## src/rtl/bus_contention_monitor_if.sv

```systemverilog
`default_nettype none
// ============================================================================
// Module      : bus_contention_monitor_if
// Description : Bundle of the observed bus enables/gates, the clear strobe and
//               the monitor status outputs.
//               master : the side that supplies enables/gates/clear and reads
//                        status (bench, status-register wrapper).
//               slave  : the monitor itself.
//               Signals:
//                 oe_i          NUM_BUSES*NUM_DRIVERS  enables, bus b driver d
//                                                      at bit b*NUM_DRIVERS+d
//                 gate_ni       NUM_BUSES              active-low gate per bus
//                 clear_i       1                      clear sticky/count/first
//                 violation_o   1                      new-violation pulse
//                 active_o      NUM_BUSES              bus in declared violation
//                 sticky_o      NUM_BUSES              bus violated since clear
//                 count_o       CNT_WIDTH              saturating episode count
//                 first_valid_o 1                      first capture held
//                 first_bus_o   c_bus_w                first violating bus
//                 first_oe_o    NUM_DRIVERS            its oe slice
// Revision    : 1.0 - initial release
// ============================================================================
interface bus_contention_monitor_if #(
    parameter int NUM_BUSES   = 3,
    parameter int NUM_DRIVERS = 2,
    parameter int CNT_WIDTH   = 16
);
    localparam int c_bus_w = (NUM_BUSES > 1) ? $clog2(NUM_BUSES) : 1;

    logic [NUM_BUSES*NUM_DRIVERS-1:0] oe_i;
    logic [NUM_BUSES-1:0]             gate_ni;
    logic                             clear_i;
    logic                             violation_o;
    logic [NUM_BUSES-1:0]             active_o;
    logic [NUM_BUSES-1:0]             sticky_o;
    logic [CNT_WIDTH-1:0]             count_o;
    logic                             first_valid_o;
    logic [c_bus_w-1:0]               first_bus_o;
    logic [NUM_DRIVERS-1:0]           first_oe_o;

    modport master (
        output oe_i, gate_ni, clear_i,
        input  violation_o, active_o, sticky_o, count_o,
               first_valid_o, first_bus_o, first_oe_o
    );

    modport slave (
        input  oe_i, gate_ni, clear_i,
        output violation_o, active_o, sticky_o, count_o,
               first_valid_o, first_bus_o, first_oe_o
    );
endinterface
`default_nettype wire

```

## src/rtl/bus_contention_monitor.sv

```systemverilog
`default_nettype none
// ============================================================================
// Module      : bus_contention_monitor
// Description : Watches per-bus output-enable vectors from several potential
//               drivers and declares a violation when a conflict persists for
//               GRACE_CYCLES+1 consecutive cycles.
//               Exclusive bus : conflict when more than one driver is enabled.
//               Gated bus     : conflict when driver 0's enable differs from
//                               the (active-low) gate.
//               Episodes are counted (saturating), buses are flagged sticky,
//               and the first offender with its enable slice is latched.
// Ports       : clk_i     in  system clock, rising edge
//               reset_ni  in  synchronous active-low reset
//               mon       slave modport of bus_contention_monitor_if
//                         (oe_i, gate_ni, clear_i in; status outputs out)
// Revision    : 1.0 - initial release
// ============================================================================
module bus_contention_monitor #(
    parameter int                   NUM_BUSES    = 3,
    parameter int                   NUM_DRIVERS  = 2,
    parameter logic [NUM_BUSES-1:0] GATED_MASK   = '0,
    parameter int                   GRACE_CYCLES = 0,
    parameter int                   CNT_WIDTH    = 16
) (
    input  wire logic                  clk_i,
    input  wire logic                  reset_ni,
    bus_contention_monitor_if.slave    mon
);

    localparam int         c_bus_w   = (NUM_BUSES > 1) ? $clog2(NUM_BUSES) : 1;
    localparam int         c_sum_w   = $clog2(NUM_BUSES + 1);
    localparam logic [7:0] c_grace   = 8'(GRACE_CYCLES);

    localparam logic [1:0] c_idle    = 2'd0;
    localparam logic [1:0] c_pending = 2'd1;
    localparam logic [1:0] c_active  = 2'd2;

    logic [NUM_BUSES-1:0] w_declare;
    logic [NUM_BUSES-1:0] w_active;

    // ------------------------------------------------------------------------
    // Per-bus conflict detection and episode FSM
    // ------------------------------------------------------------------------
    for (genvar b = 0; b < NUM_BUSES; b++) begin : g_bus
        logic [NUM_DRIVERS-1:0] w_slice;
        logic                   w_raw;
        logic [1:0]             r_state;
        logic [1:0]             w_state_nxt;
        logic [7:0]             r_run;
        logic [7:0]             w_run_nxt;
        logic                   w_act_b;
        logic                   w_decl_b;

        assign w_slice = mon.oe_i[b*NUM_DRIVERS +: NUM_DRIVERS];

        if (GATED_MASK[b]) begin : g_gated
            // Driver 0 must be enabled exactly when the gate is asserted
            // (gate low), so equality of oe[0] and gate_n is the mismatch.
            assign w_raw = (w_slice[0] == mon.gate_ni[b]);
        end else begin : g_excl
            // x & (x-1) clears the lowest set bit; anything left means >=2 set.
            assign w_raw = |(w_slice & (w_slice - NUM_DRIVERS'(1)));
        end

        always_ff @(posedge clk_i) begin
            if (!reset_ni) begin
                r_state <= c_idle;
                r_run   <= 8'd0;
            end else begin
                r_state <= w_state_nxt;
                r_run   <= w_run_nxt;
            end
        end

        // r_run counts conflicting cycles already seen while PENDING; the
        // edge where it equals the grace budget with the conflict still
        // present is cycle GRACE_CYCLES+1, which declares.
        always_comb begin
            w_state_nxt = r_state;
            w_run_nxt   = r_run;
            case (r_state)
                c_idle: begin
                    if (w_raw) begin
                        if (GRACE_CYCLES == 0) begin
                            w_state_nxt = c_active;
                            w_run_nxt   = 8'd0;
                        end else begin
                            w_state_nxt = c_pending;
                            w_run_nxt   = 8'd1;
                        end
                    end
                end
                c_pending: begin
                    if (!w_raw) begin
                        w_state_nxt = c_idle;
                        w_run_nxt   = 8'd0;
                    end else if (r_run == c_grace) begin
                        w_state_nxt = c_active;
                        w_run_nxt   = 8'd0;
                    end else begin
                        w_run_nxt   = r_run + 8'd1;
                    end
                end
                c_active: begin
                    if (!w_raw) begin
                        w_state_nxt = c_idle;
                    end
                end
                default: begin
                    w_state_nxt = c_idle;
                    w_run_nxt   = 8'd0;
                end
            endcase
        end

        // Declaration is the single edge that enters ACTIVE; staying there
        // never re-declares.
        always_comb begin
            w_act_b  = (r_state == c_active);
            w_decl_b = (r_state != c_active) && (w_state_nxt == c_active);
        end

        assign w_active[b]  = w_act_b;
        assign w_declare[b] = w_decl_b;
    end

    // ------------------------------------------------------------------------
    // Episode count, first-offender selection
    // ------------------------------------------------------------------------
    logic [c_sum_w-1:0]           w_decl_cnt;
    logic [CNT_WIDTH+c_sum_w-1:0] w_sum;
    logic [CNT_WIDTH-1:0]         w_count_nxt;
    logic                         w_first_hit;
    logic [c_bus_w-1:0]           w_first_idx;
    logic [NUM_DRIVERS-1:0]       w_first_oe;

    logic                         r_violation;
    logic [NUM_BUSES-1:0]         r_sticky;
    logic [CNT_WIDTH-1:0]         r_count;
    logic                         r_first_valid;
    logic [c_bus_w-1:0]           r_first_bus;
    logic [NUM_DRIVERS-1:0]       r_first_oe;

    always_comb begin
        w_decl_cnt  = '0;
        w_first_hit = 1'b0;
        w_first_idx = '0;
        w_first_oe  = '0;
        // Scan high to low so the lowest-index declaring bus wins.
        for (int i = NUM_BUSES - 1; i >= 0; i--) begin
            if (w_declare[i]) begin
                w_first_hit = 1'b1;
                w_first_idx = c_bus_w'(i);
                w_first_oe  = mon.oe_i[i*NUM_DRIVERS +: NUM_DRIVERS];
            end
        end
        for (int i = 0; i < NUM_BUSES; i++) begin
            w_decl_cnt = w_decl_cnt + c_sum_w'(w_declare[i]);
        end
        // Extra headroom bits make overflow visible so the count can pin at
        // all-ones instead of wrapping.
        w_sum = {{c_sum_w{1'b0}}, r_count} + (CNT_WIDTH + c_sum_w)'(w_decl_cnt);
        if (|w_sum[CNT_WIDTH +: c_sum_w]) begin
            w_count_nxt = '1;
        end else begin
            w_count_nxt = w_sum[CNT_WIDTH-1:0];
        end
    end

    always_ff @(posedge clk_i) begin
        if (!reset_ni) begin
            r_violation   <= 1'b0;
            r_sticky      <= '0;
            r_count       <= '0;
            r_first_valid <= 1'b0;
            r_first_bus   <= '0;
            r_first_oe    <= '0;
        end else begin
            r_violation <= |w_declare;
            // Clear wins over a same-edge declaration; that declaration is
            // dropped from the bookkeeping but the FSM still goes ACTIVE.
            if (mon.clear_i) begin
                r_sticky      <= '0;
                r_count       <= '0;
                r_first_valid <= 1'b0;
                r_first_bus   <= '0;
                r_first_oe    <= '0;
            end else begin
                r_sticky <= r_sticky | w_declare;
                r_count  <= w_count_nxt;
                if (!r_first_valid && w_first_hit) begin
                    r_first_valid <= 1'b1;
                    r_first_bus   <= w_first_idx;
                    r_first_oe    <= w_first_oe;
                end
            end
        end
    end

    assign mon.violation_o   = r_violation;
    assign mon.active_o      = w_active;
    assign mon.sticky_o      = r_sticky;
    assign mon.count_o       = r_count;
    assign mon.first_valid_o = r_first_valid;
    assign mon.first_bus_o   = r_first_bus;
    assign mon.first_oe_o    = r_first_oe;

endmodule
`default_nettype wire

```

## src/flat_wrapper.sv

```systemverilog
// flat-port wrapper written by rule: the top's interface ports become plain ports
module bus_contention_monitor_flat 
#(
    parameter int                   NUM_BUSES    = 3,
    parameter int                   NUM_DRIVERS  = 2,
    parameter logic [NUM_BUSES-1:0] GATED_MASK   = '0,
    parameter int                   GRACE_CYCLES = 0,
    parameter int                   CNT_WIDTH    = 16
)
  (clk_i, reset_ni, mon_oe_i, mon_gate_ni, mon_clear_i, mon_violation_o, mon_active_o, mon_sticky_o, mon_count_o, mon_first_valid_o, mon_first_bus_o, mon_first_oe_o);
  bus_contention_monitor_if #(.NUM_BUSES(NUM_BUSES), .NUM_DRIVERS(NUM_DRIVERS), .CNT_WIDTH(CNT_WIDTH)) mon_i ();
  input  wire logic clk_i;
  input  wire logic reset_ni;
  input wire logic [$bits(mon_i.oe_i)-1:0] mon_oe_i;
  input wire logic [$bits(mon_i.gate_ni)-1:0] mon_gate_ni;
  input wire logic [$bits(mon_i.clear_i)-1:0] mon_clear_i;
  output wire logic [$bits(mon_i.violation_o)-1:0] mon_violation_o;
  output wire logic [$bits(mon_i.active_o)-1:0] mon_active_o;
  output wire logic [$bits(mon_i.sticky_o)-1:0] mon_sticky_o;
  output wire logic [$bits(mon_i.count_o)-1:0] mon_count_o;
  output wire logic [$bits(mon_i.first_valid_o)-1:0] mon_first_valid_o;
  output wire logic [$bits(mon_i.first_bus_o)-1:0] mon_first_bus_o;
  output wire logic [$bits(mon_i.first_oe_o)-1:0] mon_first_oe_o;
  assign mon_i.oe_i = mon_oe_i;
  assign mon_i.gate_ni = mon_gate_ni;
  assign mon_i.clear_i = mon_clear_i;
  assign mon_violation_o = mon_i.violation_o;
  assign mon_active_o = mon_i.active_o;
  assign mon_sticky_o = mon_i.sticky_o;
  assign mon_count_o = mon_i.count_o;
  assign mon_first_valid_o = mon_i.first_valid_o;
  assign mon_first_bus_o = mon_i.first_bus_o;
  assign mon_first_oe_o = mon_i.first_oe_o;
  bus_contention_monitor #(.NUM_BUSES(NUM_BUSES), .NUM_DRIVERS(NUM_DRIVERS), .GATED_MASK(GATED_MASK), .GRACE_CYCLES(GRACE_CYCLES), .CNT_WIDTH(CNT_WIDTH)) u_core (.clk_i(clk_i), .reset_ni(reset_ni), .mon(mon_i));
endmodule
```

## config.mk

```make
export PLATFORM = sky130hd
export DESIGN_NAME = bus_contention_monitor_flat
export DESIGN_NICKNAME = d
export VERILOG_FILES = /design/src/rtl/bus_contention_monitor_if.sv /design/src/rtl/bus_contention_monitor.sv /design/src/flat_wrapper.sv
export SDC_FILE = /design/constraint.sdc
export NUM_CORES = 1
export LEC_CHECK = 0
export BUFFER_PORTS_ARGS = -buffer_cell sky130_fd_sc_hd__buf_2
export CAP_MARGIN = 20
export CORE_MARGIN = 4
export CORE_UTILIZATION = 56
export DETAILED_ROUTE_END_ITERATION = 8
export GPL_TIMING_DRIVEN = 0
export HOLD_SLACK_MARGIN = 0.08
export PLACE_DENSITY_LB_ADDON = 0.15
export SETUP_SLACK_MARGIN = 0.05
export SKIP_CTS_REPAIR_TIMING = 1
export SLEW_MARGIN = 20
export SYNTH_ARGS = -nofsm -noshare
export SYNTH_HDL_FRONTEND = slang
export SYNTH_SLANG_ARGS = --single-unit
export TNS_END_PERCENT = 1
```

## constraint.sdc

```tcl
create_clock -name clk_i -period 3.7 [get_ports clk_i]
set_clock_uncertainty 0.15 [all_clocks]
set_input_delay 0.925 -clock clk_i [delete_from_list [all_inputs] [get_ports clk_i]]
set_output_delay 0.925 -clock clk_i [all_outputs]
set_load 0.02 [all_outputs]
```

==> impl_metrics.py, run 1 <==
metrics = {
    "run_status": {
        "outcome": "finished, final reports clean",
    },
    "floorplanning": {
        "dieArea_sq_um": 6030,
        "initial_utilization_pct": 57.5,
        "die_h_um": 77.7,
        "top_level_ports": 40,
        "placementRows": 25,
        "die_x_um": 77.7,
        "coreArea_sq_um": 4720,
    },
    "global_route": {
        "grt_max_degree": 16,
        "grt_pass1_wl_um": 9770,
        "grt_pass1_vias": 2209,
        "antenna_found_initial": 0,
        "gr-total-overflow": 0,
        "grtUsageTotal_pct": 19.6,
    },
    "detailed_routing": {
        "drt-pass1-iter-count": 4,
        "drt_iter0_markers": 90,
        "wl_um": 5630,
        "vias": 2310,
        "final_antenna_net_count": 0,
        "wl_per_cell_um": 13.7,
        "routed_via_density": 5.61,
        "drc": 0,
    },
    "sta": {
        "fin_tns_setup_ns": 0,
        "final-max-slew-violation-count": 0,
        "fin_crit_sh_pct": 93.7,
        "worst_slew_pin_slew_ns": 0.648,
        "min_period_ns": 3.47,
        "report.final.setup_viol": 0,
        "slew_headroom_pct": 56.3,
        "fmax_mhz": 288,
        "hold_violations": 0,
        "hold_slack_ns": 0.304,
    },
    "hold_path": {
        "hp-start": "u_core.mon.sticky_o[1]",
        "whs_path_depth": 2,
        "hp-class": "reg -> reg",
        "hold_path_end": "u_core.mon.sticky_o[1]",
    },
    "cells_and_area": {
        "syn2layout_area_growth_pct": 15.4,
        "final_cell_area_sq_um": 3140,
        "drive_gt1_share_pct": 17.7,
        "layout.cells.non_filler": 412,
        "antenna_cells": 0,
        "nNetsFinal": 370,
        "fillCellCount": 410,
    },
    "place": {
        "dp_hpwl_um": 4020,
        "place.gp.congestion": 0.822,
        "placed_cells": 401,
        "place_area_sq_um": 2980,
        "port_buffers": 36,
    },
    "synthesis": {
        "yosys.area_share.adder_pct": 6.08,
        "synth_nets": 322,
        "ys_types": 46,
        "syn_area_sq_um": 2720,
        "yosys_warnings": 0,
        "synth-xor-area-share_pct": 8.06,
        "synthArstFlopShare_pct": 0,
        "synth_mux_area_share_pct": 1.10,
        "synthCells": 298,
        "synth_edf_count": 0,
        "synth_top_family_by_area": "simple AND/OR/NAND/NOR gates",
        "yosys.area_share.simple_pct": 21.7,
        "synth_compound_area_share_pct": 17.9,
        "ys_ff_latch": 55,
        "ys.flop_type": "dfxtp_1",
        "seq_area_frac_synth_pct": 40.5,
        "post_synth.cell_area_avg_sq_um": 9.12,
    },
    "critical_path": {
        "crit_family": "simple AND/OR/NAND/NOR gates",
        "timing.rr.start": "u_core.g_bus[1].r_run[0]",
        "ff2ff_path_depth": 14,
        "cp_cell_sequence": "inv_1 -> ha_1 -> nor4b_4 -> nand2_2 -> a21o_2 -> fa_1 -> inv_1 -> ha_2 -> fa_2 -> nand2_1 -> nor4_4 -> buf_4 -> nor4bb_1 -> nor3_1",
        "crit_fanout": 6,
        "critical_path_class": "reg -> reg",
        "crit_top_cell": "inv_1",
        "path_buf_inv": 3,
        "crit_slowest_cell": "fa_1",
        "cp.arrival_ns": 3.49,
        "rr_endpoint": "u_core.mon.count_o[14]",
        "cp.required_ns": 3.73,
        "rrSetupSlack_ns": 0.23,
        "critPathLaunchType": "flop",
        "critPathMaxStageDelay_ns": 0.45,
        "end_kind": "flop",
    },
    "clock_tree": {
        "cts_made_buffers": 5,
        "clockBufferDepth": 2,
        "h-tree-depth": 2,
        "cts.sinks": 55,
        "clk_latency_ns": 0.30,
        "cts_root_buf": "clkbuf_8",
        "cts.clk_slew.worst_paths_ns": 0.09,
        "cts_tree": "built",
    },
    "run": {
        "maxCapViolations": 0,
    },
    "power": {
        "p_per_area_nw_per_um2": 320,
        "leakage_uw": 0.00129,
        "ir_drop_v": 0.000193,
    },
}
metal layers:
layer	wire (um)	part of all wire, %	track usage (%)	vias to the layer above
met5	0	0	0	-
met4	56	0.99	6.58	0
met3	233	4.1	3.71	5
met2	2560	45	32.3	47
met1	2790	49	25.6	1081
li1	-	-	-	1177
state kept, by name, summed over array words and instances (netlist names):
register,cells
u_core.g_bus.r_run,24
u_core.mon.count_o,16
u_core.g_bus.r_state,6
u_core.mon.sticky_o,3
u_core.mon.first_bus_o,2
u_core.mon.first_oe_o,2
u_core.mon.first_valid_o,1
u_core.mon.violation_o,1
final cells by class:
| cell class | count | area (sq um) | share of cell area [%] |
|---|---|---|---|
| flip-flops and latches | 55 | 1100 | 35.1 |
| plain buffers | 13 | 61.3 | 1.96 |
| clock buffers | 5 | 68.8 | 2.19 |
| repair buffers | 41 | 218 | 6.94 |
| clock inverters | 1 | 7.51 | 0.239 |
| multi-input cells | 212 | 1530 | 48.7 |
| well taps | 67 | 83.8 | 2.67 |
| inverters | 18 | 67.6 | 2.15 |
layout by cell type (no fill, tap or decap), types with 4 or more instances in the layout:
master,netlist,layout
dfxtp_1,55,55
ha_1,10,9
buf_2,0,36
nand2_1,11,10
and2_1,4,4
nor2_1,26,26
clkbuf_8,0,5
nand4_1,6,6
buf_4,3,8
and3_1,5,5
o2111ai_1,9,9
nor2b_1,9,9
xnor2_1,6,6
o21ai_0,10,10
xor2_1,19,19
a21oi_1,20,20
nand3_1,5,5
and4_1,4,4
clkbuf_1,10,9
nor3_1,8,8
a211oi_1,7,7
inv_1,18,18
per-stage QoR:
step           total power (uW)  utilization, %  setup WS [ns]
2_1_floorplan               672               -          0.272
3_3_place_gp                698            63.1         -0.323
3_5_place_dp                699            63.1         -0.399
4_1_cts                    1000            64.7         -0.425
5_1_grt                    1040            66.4        -0.0703
6_report                   1000            66.4          0.233
worst reg2reg max path, stage by stage (launching register included):
cell,delay [ns]
dfxtp_1,0.37
inv_1,0.10
ha_1,0.16
nor4b_4,0.28
nand2_2,0.11
a21o_2,0.28
fa_1,0.45
inv_1,0.06
ha_2,0.20
fa_2,0.23
nand2_1,0.12
nor4_4,0.36
buf_4,0.18
nor4bb_1,0.22
nor3_1,0.07
cell families (layout without fill, tap and decap cells):
logic type | count (synthesis) | in the layout
simple gates | 101 | 101
compound gates | 71 | 71
flops | 55 | 55
buf+inv | 31 | 78
xor+xnor | 25 | 25
fa+ha+maj | 12 | 12
mux | 3 | 3
worst max path at each step:
stage	from	endpoint	slack, ns	cells past startpoint
3_3_place_gp	u_core.g_bus[1].r_run[0]	u_core.mon.count_o[3]	-0.32	14
3_5_place_dp	u_core.g_bus[1].r_run[0]	u_core.mon.count_o[5]	-0.40	14
2_1_floorplan	u_core.g_bus[1].r_run[0]	u_core.mon.count_o[2]	0.27	14
4_1_cts	u_core.g_bus[1].r_run[0]	u_core.mon.count_o[3]	-0.43	14
5_1_grt	u_core.g_bus[1].r_run[0]	u_core.mon.count_o[14]	-0.07	14
6_report	u_core.g_bus[1].r_run[0]	u_core.mon.count_o[14]	0.23	14
synth_stat cells (4+ instances only):
library cell	number	area share, %
and3_1	5	1.2
nor3_1	8	1.5
and2_1	4	0.92
xnor2_1	6	1.9
o2111ai_1	9	2.9
nand4_1	6	1.4
nor2_1	26	3.6
a21oi_1	20	3.7
nand3_1	5	0.92
inv_1	18	2.5
and4_1	4	1.3
dfxtp_1	55	41
a211oi_1	7	1.9
nor2b_1	9	2.1
ha_1	10	4.6
nand2_1	11	1.5
clkbuf_1	10	1.4
xor2_1	19	6.1
o21ai_0	10	1.8
a21o_1	4	1.1
where the power goes:
group / total (uW) / switching, uW / internal (uW)
combinational: 83.1 / 52.4 / 30.7
sequential: 604 / 5.36 / 599
clock: 315 / 188 / 126
Note: power is estimated with default switching activity, not from simulation.
==> inputs of run 2 (changes only) <==
--- a/config.mk
+++ b/config.mk
@@ -5,10 +5,11 @@
 export SDC_FILE = /design/constraint.sdc
 export NUM_CORES = 1
 export LEC_CHECK = 0
+export ABC_AREA = 1
 export BUFFER_PORTS_ARGS = -buffer_cell sky130_fd_sc_hd__buf_2
 export CAP_MARGIN = 20
-export CORE_MARGIN = 4
-export CORE_UTILIZATION = 56
+export CORE_MARGIN = 8
+export CORE_UTILIZATION = 50
 export DETAILED_ROUTE_END_ITERATION = 8
 export GPL_TIMING_DRIVEN = 0
 export HOLD_SLACK_MARGIN = 0.08
==> impl_metrics.py, run 2 <==
metrics = {
    "run_status": {
        "outcome": "finished, final reports clean",
    },
    "clock_tree": {
        "cts_root_buf": "clkbuf_8",
        "clk_latency_ns": 0.31,
        "cts.clk_slew.worst_paths_ns": 0.09,
        "cts.sinks": 55,
        "cts_made_buffers": 5,
        "h-tree-depth": 2,
        "clockBufferDepth": 2,
        "cts_tree": "built",
    },
    "critical_path": {
        "crit_slowest_cell": "fa_1",
        "path_buf_inv": 7,
        "crit_family": "adder cells",
        "cp.required_ns": 3.76,
        "crit_top_cell": "inv_1",
        "critPathLaunchType": "input port",
        "end_kind": "flop",
        "cp_cell_sequence": "buf_2 -> nand2_1 -> inv_1 -> nand2_1 -> inv_1 -> o21ai_1 -> fa_1 -> inv_1 -> ha_1 -> fa_1 -> nand3_1 -> inv_2 -> nand4_2 -> buf_6 -> nand3_1 -> nand2_1 -> inv_1",
        "critPathMaxStageDelay_ns": 0.54,
        "cp.arrival_ns": 3.30,
        "critical_path_class": "in -> reg",
        "crit_fanout": 10,
    },
    "cells_and_area": {
        "multi_input_area_sq_um": 1510,
        "final_cell_area_sq_um": 3290,
        "seq_area_sq_um": 1100,
        "drive_gt1_share_pct": 20.7,
        "final_common_cell": "nand2_1",
        "largest_register_ffs": 24,
        "nNetsFinal": 462,
        "post-route-util_pct": 59.3,
        "antenna_cells": 0,
        "syn2layout_area_growth_pct": 13.4,
        "fillCellCount": 523,
        "layout_common_cells": "76 x nand2_1, 56 x inv_1, 55 x dfxtp_1",
        "regMostFlops": "u_core.g_bus.r_run",
    },
    "synthesis": {
        "synth_top_cell_area_share_pct": 38.0,
        "synthArstFlopShare_pct": 0,
        "synthCells": 395,
        "synth_nets": 419,
        "synth_area_leader_cell": "dfxtp_1",
        "ys_ff_latch": 55,
        "syn_area_sq_um": 2900,
        "ys.flop_type": "dfxtp_1",
        "synthTopCellsByCount": "76 x nand2_1, 56 x inv_1, 55 x dfxtp_1",
        "post_synth.cell_area_avg_sq_um": 7.34,
        "synth_most_common_cell": "nand2_1",
        "synth_edf_count": 0,
        "seq_area_frac_synth_pct": 38.0,
        "yosys-top-cells-area": "dfxtp_1 38%, nand2_1 9.8%, inv_1 7.2%",
        "ys_types": 36,
        "yosys_warnings": 0,
    },
    "global_route": {
        "grt_pass1_vias": 2425,
        "gr-total-overflow": 0,
        "grtUsageTotal_pct": 14.5,
        "grt_max_degree": 17,
        "grt_pass1_wl_um": 10400,
        "antenna_found_initial": 0,
    },
    "place": {
        "pre_cts_ws_ns": 0.135,
        "port_buffers": 36,
        "place.gp.congestion": 0.816,
        "place_area_sq_um": 3170,
        "dp_hpwl_um": 4520,
    },
    "detailed_routing": {
        "wl_per_cell_um": 11.5,
        "wl_um": 5890,
        "drt_iter0_markers": 126,
        "routed_via_density": 4.92,
        "drt-pass1-iter-count": 5,
        "drc": 0,
        "final_antenna_net_count": 0,
        "vias": 2512,
    },
    "sta": {
        "fin_tns_setup_ns": 0,
        "min_period_ns": 3.24,
        "setup_slack_ns": 0.464,
        "fin_crit_sh_pct": 87.5,
        "final-max-slew-violation-count": 0,
        "report.final.setup_viol": 0,
        "rsz0062_at_grt": "false",
        "worst_slew_pin_slew_ns": 0.405,
        "fmax_mhz": 309,
        "hold_violations": 0,
        "slew_headroom_pct": 72.7,
    },
    "run": {
        "maxCapViolations": 0,
    },
    "power": {
        "power_uw": 1110,
        "p_per_area_nw_per_um2": 338,
        "ir_drop_v": 0.000229,
        "leakage_uw": 0.00154,
    },
    "floorplanning": {
        "placementRows": 27,
        "top_level_ports": 40,
        "dieArea_sq_um": 8490,
        "initial_utilization_pct": 52.3,
        "die_x_um": 92.2,
        "die_h_um": 92.2,
        "coreArea_sq_um": 5540,
    },
    "hold_path": {
        "hp-class": "reg -> reg",
    },
}
## run 2: path summary, 6_finish.rpt
check / start / endpoint / slack [ns] / cells past startpoint
max: mon_oe_i[2] / u_core.mon.count_o[11] / 0.46 / 17
min: u_core.mon.sticky_o[0] / u_core.mon.sticky_o[0] / 0.34 / 2
max reg2reg: u_core.g_bus[1].r_run[0] / u_core.mon.count_o[11] / 0.58 / 16
min reg2reg: u_core.mon.sticky_o[0] / u_core.mon.sticky_o[0] / 0.34 / 2
## run 2: layer usage
| layer | vias up | track usage (%) | part of all wire (%) |
|---|---|---|---|
| met5 | - | 0 | 0 |
| met4 | 0 | 4.16 | 1.3 |
| met3 | 8 | 4.48 | 4.6 |
| met2 | 30 | 24.4 | 46 |
| met1 | 1139 | 17.4 | 48 |
| li1 | 1335 | - | - |
## run 2: worst register-to-register path, cell delays in order (launching register included)
cell	delay, ns
dfxtp_1	0.35
inv_1	0.11
ha_1	0.15
nand2_1	0.05
nor2_1	0.18
o21ai_1	0.17
fa_1	0.54
inv_1	0.04
ha_1	0.20
fa_1	0.40
nand3_1	0.14
inv_2	0.09
nand4_2	0.11
buf_6	0.16
nand3_1	0.09
nand2_1	0.06
inv_1	0.03
## run 2: logic make-up (layout without fill, tap and decap cells)
family	after synthesis	in the layout	share of synthesized area (%)
AOI/OAI and AO/OA	48	48	9.97
adders and majority gates	12	12	5.69
and+or+nand+nor	196	196	32.3
xor gates and xnor gates	14	14	4.23
buffers and inverters	70	114	9.84
DFF	55	55	38.0
## run 2: metrics by stage
| stage | hold WS [ns] | instances |
|---|---|---|
| floorplan | 0.317 | 395 |
| global placement | 0.299 | 503 |
| detailed placement | 0.317 | 503 |
| CTS | 0.345 | 511 |
| global route | 0.382 | 511 |
| finish | 0.336 | 511 |
## run 2: cell type report
class	count	area share, %
multi-input combinational	270	46.0
sequential	55	33.5
inverter	63	7.19
timing repair buffer	36	5.48
tap	72	2.74
clock buffer	6	2.51
buffer	7	1.48
clock inverter	2	1.07
## run 2: report_power, final
group          switching (uW)  internal, uW
registers                5.56           600
clock network             194           219
logic                    61.9          31.7
total                     261           851
